**src/rtl/fifo_burst_reader_pkg.sv**
```systemverilog
// Shared types and constants for the FIFO burst reader and its skid buffer.
package fifo_burst_reader_pkg;

    typedef enum logic {
        IDLE  = 1'b0,
        BURST = 1'b1
    } state_t;

    localparam int SKID_DEPTH = 2;
    localparam int OCC_WIDTH  = $clog2(SKID_DEPTH + 1);
    localparam int STAT_WIDTH = 32;

endpackage

```
**src/rtl/fifo_skid_buf.sv**
```systemverilog
// Two-entry valid/ready buffer. An empty buffer passes the incoming word straight through.
module fifo_skid_buf
    import fifo_burst_reader_pkg::*;
#(
    parameter int DATA_WIDTH = 64
) (
    input  logic                  clk,
    input  logic                  rstn,
    input  logic                  srst,
    input  logic                  in_valid,
    input  logic [DATA_WIDTH-1:0] in_data,
    input  logic                  in_last,
    output logic                  out_valid,
    output logic [DATA_WIDTH-1:0] out_data,
    output logic                  out_last,
    input  logic                  out_ready,
    output logic [OCC_WIDTH-1:0]  occupancy
);

    logic [DATA_WIDTH-1:0] mem_data [SKID_DEPTH];
    logic                  mem_last [SKID_DEPTH];
    logic                  rd_ptr;
    logic                  wr_ptr;
    logic                  bypass;
    logic                  push;
    logic                  pop_mem;

    assign bypass    = (occupancy == '0);
    assign out_valid = bypass ? in_valid : 1'b1;
    assign out_data  = (bypass && in_valid) ? in_data : mem_data[rd_ptr];
    assign out_last  = out_valid && (bypass ? in_last : mem_last[rd_ptr]);
    // A word presented by bypass and taken in the same cycle is never stored.
    assign push      = in_valid && !(bypass && out_ready);
    assign pop_mem   = !bypass && out_ready;

    // NOTE: the two entries are reset (not left undefined) so m_data reads 0 out of reset.
    always_ff @(posedge clk or negedge rstn) begin
        if (!rstn) begin
            mem_data  <= '{default: '0};
            mem_last  <= '{default: 1'b0};
            rd_ptr    <= 1'b0;
            wr_ptr    <= 1'b0;
            occupancy <= '0;
        end else if (srst) begin
            mem_data  <= '{default: '0};
            mem_last  <= '{default: 1'b0};
            rd_ptr    <= 1'b0;
            wr_ptr    <= 1'b0;
            occupancy <= '0;
        end else begin
            if (push) begin
                mem_data[wr_ptr] <= in_data;
                mem_last[wr_ptr] <= in_last;
                wr_ptr           <= ~wr_ptr;
            end
            if (pop_mem) rd_ptr <= ~rd_ptr;
            occupancy <= occupancy + OCC_WIDTH'(push) - OCC_WIDTH'(pop_mem);
        end
    end

endmodule

```
**src/rtl/fifo_burst_reader.sv**
```systemverilog
// Drains a synchronous FIFO in fixed-length bursts onto a valid/ready stream.
// Define FIFO_BURST_READER_STATS_EN to add the stat_bursts / stat_stall counters.
module fifo_burst_reader
    import fifo_burst_reader_pkg::*;
#(
    parameter int ADDR_WIDTH = 12,
    parameter int DATA_WIDTH = 64,
    parameter int BURST_LEN  = 16
) (
    input  logic                  clk,
    input  logic                  rstn,
    input  logic                  srst,
    output logic                  fifo_rdreq,
    input  logic [DATA_WIDTH-1:0] fifo_rddata,
    input  logic [ADDR_WIDTH:0]   fifo_rdused,
    input  logic                  fifo_rdempty,
    input  logic                  flush,
    output logic                  m_valid,
    output logic [DATA_WIDTH-1:0] m_data,
    output logic                  m_last,
    input  logic                  m_ready,
    output logic                  busy
`ifdef FIFO_BURST_READER_STATS_EN
    ,
    output logic [STAT_WIDTH-1:0] stat_bursts,
    output logic [STAT_WIDTH-1:0] stat_stall
`endif
);

    localparam int CNT_WIDTH = ADDR_WIDTH + 1;
    localparam int CS_WIDTH  = OCC_WIDTH + 1;
    typedef logic [CNT_WIDTH-1:0] cnt_t;
    localparam cnt_t BURST_LEN_C = cnt_t'(BURST_LEN);

    state_t               state;
    state_t               next_state;
    cnt_t                 blen;
    cnt_t                 issued;
    cnt_t                 sent;
    logic                 inflight;
    logic                 inflight_last;
    logic [OCC_WIDTH-1:0] occupancy;
    logic [CS_WIDTH-1:0]  credit_sum;
    logic                 acc;
    logic                 pop;
    logic                 last_pop;
    logic                 credit_ok;
    logic                 start_full;
    logic                 start_flush;

    assign acc         = fifo_rdreq && !fifo_rdempty;
    assign pop         = m_valid && m_ready;
    assign last_pop    = pop && (sent == blen - cnt_t'(1));
    assign start_full  = (fifo_rdused >= BURST_LEN_C);
    assign start_flush = flush && (fifo_rdused != '0);
    // Words held or still coming back from the FIFO, less the one leaving now.
    assign credit_sum  = CS_WIDTH'(occupancy) + CS_WIDTH'(inflight) - CS_WIDTH'(pop);
    assign credit_ok   = (credit_sum < CS_WIDTH'(SKID_DEPTH));

    always_ff @(posedge clk or negedge rstn) begin
        if (!rstn)     state <= IDLE;
        else if (srst) state <= IDLE;
        else           state <= next_state;
    end

    always_comb begin
        // NOTE: default first so every path assigns next_state and no latch is inferred.
        next_state = state;
        case (state)
            IDLE:    if (start_full || start_flush) next_state = BURST;
            BURST:   if (last_pop) next_state = IDLE;
            default: next_state = IDLE;
        endcase
    end

    always_comb begin
        fifo_rdreq = 1'b0;
        busy       = 1'b0;
        if (state == BURST) begin
            busy       = 1'b1;
            fifo_rdreq = (issued < blen) && credit_ok;
        end
    end

    // NOTE: non-blocking assignments so every register samples pre-edge values.
    always_ff @(posedge clk or negedge rstn) begin
        if (!rstn) begin
            blen          <= '0;
            issued        <= '0;
            sent          <= '0;
            inflight      <= 1'b0;
            inflight_last <= 1'b0;
        end else if (srst) begin
            blen          <= '0;
            issued        <= '0;
            sent          <= '0;
            inflight      <= 1'b0;
            inflight_last <= 1'b0;
        end else begin
            inflight      <= acc;
            inflight_last <= acc && (issued == blen - cnt_t'(1));
            if (state == IDLE) begin
                issued <= '0;
                sent   <= '0;
                if (start_full)       blen <= BURST_LEN_C;
                else if (start_flush) blen <= fifo_rdused;
            end else begin
                if (acc) issued <= issued + cnt_t'(1);
                if (pop) sent   <= sent + cnt_t'(1);
            end
        end
    end

    fifo_skid_buf #(
        .DATA_WIDTH (DATA_WIDTH)
    ) u_skid (
        .clk       (clk),
        .rstn      (rstn),
        .srst      (srst),
        .in_valid  (inflight),
        .in_data   (fifo_rddata),
        .in_last   (inflight_last),
        .out_valid (m_valid),
        .out_data  (m_data),
        .out_last  (m_last),
        .out_ready (m_ready),
        .occupancy (occupancy)
    );

`ifdef FIFO_BURST_READER_STATS_EN
    always_ff @(posedge clk or negedge rstn) begin
        if (!rstn) begin
            stat_bursts <= '0;
            stat_stall  <= '0;
        end else if (srst) begin
            stat_bursts <= '0;
            stat_stall  <= '0;
        end else begin
            if (pop && m_last && stat_bursts != '1)
                stat_bursts <= stat_bursts + STAT_WIDTH'(1);
            if (state == BURST && !m_valid && stat_stall != '1)
                stat_stall <= stat_stall + STAT_WIDTH'(1);
        end
    end
`endif

endmodule
```
**config.mk**
```make
export PLATFORM = sky130hd
export DESIGN_NAME = fifo_burst_reader
export DESIGN_NICKNAME = d
export VERILOG_FILES = /design/src/rtl/fifo_burst_reader_pkg.sv /design/src/rtl/fifo_skid_buf.sv /design/src/rtl/fifo_burst_reader.sv
export SDC_FILE = /design/constraint.sdc
export NUM_CORES = 1
export LEC_CHECK = 0
export ABC_AREA = 1
export CAP_MARGIN = 15
export CORE_MARGIN = 2
export CORE_UTILIZATION = 55
export CTS_CLUSTER_DIAMETER = 100
export DETAILED_ROUTE_END_ITERATION = 6
export GPL_ROUTABILITY_DRIVEN = 0
export PLACE_DENSITY = 0.81
export SLEW_MARGIN = 20
export SYNTH_ARGS = -nofsm -noshare
export SYNTH_HDL_FRONTEND = slang
export SYNTH_HIERARCHICAL = 1
export SYNTH_SLANG_ARGS = --single-unit
export TNS_END_PERCENT = 50
```
**constraint.sdc**
```tcl
create_clock -name clk -period 5.4 [get_ports clk]
set_input_delay 1.62 -clock clk [delete_from_list [all_inputs] [get_ports clk]]
set_output_delay 1.62 -clock clk [all_outputs]
set_load 0.005 [all_outputs]
```
# After elaboration in Yosys (flattened, before gate mapping)
# Cells that the tools add are included.
# Widths: inputs -> output; s select.
# totals
regBits	176
in_bits	83
out_inout_bits	68
word_cells	100
# op_classes
add_sub_neg	7
order_cmp	6
eq_ne	5
muxes	42
n_bitwise	5
reduce_logical	22
# ops
operator	count
$mux 64	5
$mux 128	2
$mux 13	10
$bwmux 128	1
$demux 64 s1	1
$add 13x1->13 const B	2
$eq 13x13->1	2
$mux 1	17
$ge 13x5->1 const B	1
$lt 13x13->1	1
$reduce_bool 13->1	1
$sub 13x1->13 const B	1
$logic_and 1x1->1	12
$mux 2	3
$ne 3x2->1 const B	2
$ge 2x2->1 const B	2
$not 1->2	2
$reduce_bool 2->1	2
$add 2x1->3	1
$logic_not 1->1	3
$lt 3x2->1 const B	1
$not 1->1	3
$reduce_bool 3->1	1
$sub 3x1->3	1
other kinds (10)	10

# Logic depth before layout (Yosys ltp)
# depth
depth_word	11
mapped_depth	16
mapped_depth_nobuf	16

# Hierarchy
# Netlist, hierarchy kept.
# by_module_without_submodules
mod	instances	cells_per_inst	area_each_um2	seq_area_each_um2
fifo_skid_buf	1	962	6966.7	3353.2
fifo_burst_reader	1	440	3144.3	1051.0

# Least setup slack after synthesis
# No wires, ideal clock.
# synth_timing
kind	input to output
startpoint	input port m_ready
endpoint	output port fifo_rdreq
t_arrival_ps	3278
t_required_ps	3780
setup_slack_ps	502
cell_stages	9
cell_sequence	nand2_1 > inv_1 > ha_1 > nor2_1 > fa_1 > nor3_2 > nand3_1 > nor2_2 > a21boi_0
# synth_via
elab_chain_cells	5
# synth_rtl
item	line	text
from (decl)	fifo_burst_reader.sv:21	input logic m_ready,
$logic_and 1x1->1	fifo_burst_reader.sv:52	assign pop = m_valid && m_ready;
$sub 3x1->3	fifo_burst_reader.sv:57	assign credit_sum = CS_WIDTH'(occupancy) + CS_WIDTH'(inflight) - CS_WIDTH'(pop);
$lt 3x2->1	fifo_burst_reader.sv:58	assign credit_ok = (credit_sum < CS_WIDTH'(SKID_DEPTH));
$logic_and 1x1->1	fifo_burst_reader.sv:81	fifo_rdreq = (issued < blen) && credit_ok;
$mux 1	fifo_burst_reader.sv:79	if (state == BURST) begin
to (decl)	fifo_burst_reader.sv:13	output logic fifo_rdreq,
# Every way passes these cells.

# Final worst setup path
# Ends and elaborated chain as after synthesis.

==> impl_metrics.py <==
metrics = {
    "timing": {
        "final-setup-viol-count": 0,
        "fin_hold_ws_ns": 0.472,
        "rsz0062_at_grt": "false",
        "finalWorstSetupSlack_ns": 0.189,
        "min_period_ns": 5.21,
        "hold_viol_final": 0,
        "slew_headroom": 0.410,
        "clock.fmax_ghz": 0.192,
        "finalCritPeriodShare": 0.965,
        "tightest_slew_ns": 0.884,
        "final.setup_skew_ns": 0.0122,
        "drv_slew": 0,
    },
    "die": {
        "die_x_um": 140,
        "dieArea_um2": 19500,
        "die_y_um": 140,
        "core_um2": 18000,
        "num_rows": 49,
        "initial_core_util": 0.561,
        "io_pins": 151,
    },
    "critical_path": {
        "slowest_stage": "fa_1",
        "cp_max_fo": 2,
        "crit_path_start_kind": "input port",
        "required_ns": 3.78,
        "path_cells": "dlygate4sd2_1 > nand2_2 > inv_2 > ha_1 > nor2_2 > fa_1 > nor3_2 > nand3_1 > nor2_2 > a21boi_2 > clkdlybuf4s15_2",
        "cp.arrival_ns": 3.59,
        "r2r_slack_ns": 2.17,
        "end_kind": "output pin",
        "critical_path_class": "input port to output pin",
        "slowest_delay_ns": 0.44,
        "cpMostUsedCell": "nor2_2",
    },
    "clock_network": {
        "cts_tree": "done",
        "cts_sinks": 176,
        "htreeDepth": 4,
        "insertion_delay_ns": 0.42,
        "cts_buffer_depth": 2,
        "path_clk_slew_ns": 0.07,
        "postCtsHoldBufs": 0,
        "cts_buffers": 17,
        "clock-root-buffer": "clkbuf_16",
    },
    "place": {
        "place_ws_ns": -0.406,
        "io_buffers": 150,
        "dp_hpwl_um": 17000,
        "placed_cells": 1719,
    },
    "final_layout": {
        "fin_nets": 1613,
        "register_area_um2": 4410,
        "area_growth_pct": 20.6,
        "stdcell_count": 1751,
        "multi_input_area_um2": 4980,
        "fillers": 1519,
        "layout-drive-gt1-share": 0.0762,
        "insertedDiodeCount": 0,
    },
    "detailed_routing": {
        "drt_wl_total_um": 26300,
        "drt-initial-drc-count": 888,
        "dr.pass1.iters": 7,
        "vias": 9454,
        "avgViaCountPerCell": 5.40,
        "wire_per_inst_um": 15.0,
        "drc": 5,
        "ant_nets": 0,
    },
    "synthesis": {
        "netlist_area_um2": 10100,
        "netlist_instances": 1402,
        "synth_top_area_cell": "dfrtp_1",
        "yosys_warnings": 6,
        "syn_nets": 1505,
        "yosys_most_used_dff": "dfrtp_1",
        "synth.most_common_cell": "nand2_1",
        "seq_area_frac_synth": 0.436,
        "synth_edf_count": 0,
        "synth_cell_types": 43,
        "synthTopCellsByCount": "nand2_1, dfrtp_1, nor2_1, nand3_1, inv_1",
        "ys_async_sr_fraction": 1.00,
        "synthTopCellsByArea": "dfrtp_1, nand2_1, nor2_1",
        "ys_seq_elements": 176,
        "syn_area_per_cell_um2": 7.21,
        "yosys.area.top_type_share": 0.436,
    },
    "pwr": {
        "internal-power_w": 0.00248,
        "combPwrFrac": 0.256,
        "p_leak_nw": 6.01,
        "p_clk_frac": 0.353,
        "vdd_drop_max_uv": 267,
        "p_per_area_nw_per_um2": 295,
        "p_sw_w": 0.00111,
        "power_switching_share": 0.309,
        "power_frac_seq": 0.391,
        "power.total_w": 0.00360,
    },
    "global_routing": {
        "grt_pass1_wl_um": 43600,
        "grt-ovfl-total": 0,
        "first_global_vias": 8961,
        "grt_use_total": 0.273,
        "antenna_found_initial": 0,
        "grt_start_max_net_pins": 109,
    },
    "status": {
        "violations": "DRC",
        "status": "finished with violations",
    },
    "run": {
        "maxCapViolations": 0,
    },
    "min_path": {
        "hold_path.class": "flip-flop to flip-flop",
    },
}
## path summary, 6_finish.rpt
path | startpoint | endpoint | depth (start not counted)
worst max-delay path | m_ready | fifo_rdreq | 11
max in group asynchronous | rstn | u_skid/wr_ptr$_DFFE_PN0P_ | 2
min in group asynchronous | rstn | u_skid/mem_data[75]$_DFFE_PN0P_ | 1
worst min-delay path | u_skid/mem_data[61]$_DFFE_PN0P_ | u_skid/mem_data[61]$_DFFE_PN0P_ | 2
worst max register to register | u_skid/occupancy[1]$_DFF_PN0_ | inflight_last$_DFF_PN0_ | 15
worst min register to register | u_skid/mem_data[61]$_DFFE_PN0P_ | u_skid/mem_data[61]$_DFFE_PN0P_ | 2
## registers in the layout, summed over array words and instances, names as in the netlist
signal and flops:
u_skid/rd_ptr 1, blen 13, sent 13, u_skid/occupancy 2, u_skid/wr_ptr 1, state 1, u_skid/mem_last 2, u_skid/mem_data 128
inflight 1, issued 13, inflight_last 1
## stage by stage
stage	area, um2	setup TNS, ns	utilization
3_3_place_gp	11600	-0.385	0.642
3_5_place_dp	11600	-0.406	0.642
2_1_floorplan	10100	0	-
4_1_cts	12200	0	0.676
5_1_grt	12200	0	0.676
6_report	12200	0	0.676
## layout by cell type, fill, tap and decap left out, types with 3 or more instances in the layout
| cell | n |
|---|---|
| nand2_1 | 586 |
| dfrtp_1 | 175 |
| nor2_1 | 163 |
| clkdlybuf4s50_1 | 147 |
| nand3_1 | 84 |
| inv_1 | 75 |
| a31oi_1 | 64 |
| nand2_2 | 27 |
| a21oi_1 | 21 |
| ha_1 | 19 |
| clkbuf_16 | 17 |
| nor3_1 | 14 |
| xor2_1 | 13 |
| o21ai_1 | 13 |
| buf_4 | 10 |
| nor2_2 | 9 |
| o21ai_0 | 9 |
| inv_2 | 8 |
| nand4_1 | 8 |
| nand2_4 | 7 |
| nor3_2 | 5 |
| nor2_4 | 5 |
| o22ai_1 | 5 |
| inv_6 | 5 |
| bufinv_16 | 3 |
| clkinvlp_4 | 3 |
## kinds of logic (layout without fill, tap and decap cells)
logic type | count (synthesis) | count (layout) | share of synthesized area
AND/OR/NAND/NOR | 916 | 916 | 0.378
flip-flops | 176 | 176 | 0.436
buffers and inverters | 156 | 276 | 0.0749
AO/OA/AOI/OAI | 118 | 118 | 0.0689
adder cells (fa/ha/maj) | 20 | 20 | 0.0255
XOR/XNOR | 16 | 16 | 0.0167
## power groups by stage
stage          clock network [W]  logic (W)  registers, W
2_1_floorplan                  0   0.000496       0.00142
3_3_place_gp                   0   0.000891       0.00143
3_5_place_dp                   0   0.000901       0.00143
4_1_cts                  0.00129   0.000922       0.00141
5_1_grt                  0.00135    0.00101       0.00141
6_report                 0.00127   0.000920       0.00141
## timing repair
| action | in CTS | in global routing |
|---|---|---|
| setup endpoints to repair | 1 | 1 |
| hold endpoints to repair | 0 | 0 |
| pin swaps | 5 | 1 |
| resized for setup | 9 | 0 |
| buffers inserted | 1 | 0 |
## routing by layer
metal	vias up	track usage	wire, um
met5	-	0	0
met2	373	0.448	12400
met3	43	0.0403	1850
li1	4646	-	-
met4	0	0.0942	617
met1	4392	0.374	11400
## critical path: cells and delay by family
kind | cells | cell delay (ns)
and+or+nand+nor | 5 | 0.60
AOI/OAI and AO/OA | 1 | 0.16
adders and majority gates | 2 | 0.71
buffers and inverters | 3 | 0.50
## final cells by class
| class | count | share of cell area |
|---|---|---|
| timing repair buffer | 161 | 0.131 |
| clock inverter | 14 | 0.0147 |
| clock buffer | 17 | 0.0349 |
| inverter | 84 | 0.0261 |
| tap | 229 | 0.0235 |
| sequential | 176 | 0.361 |
| multi-input combinational | 1070 | 0.408 |
(Power assumes the default switching activity.)
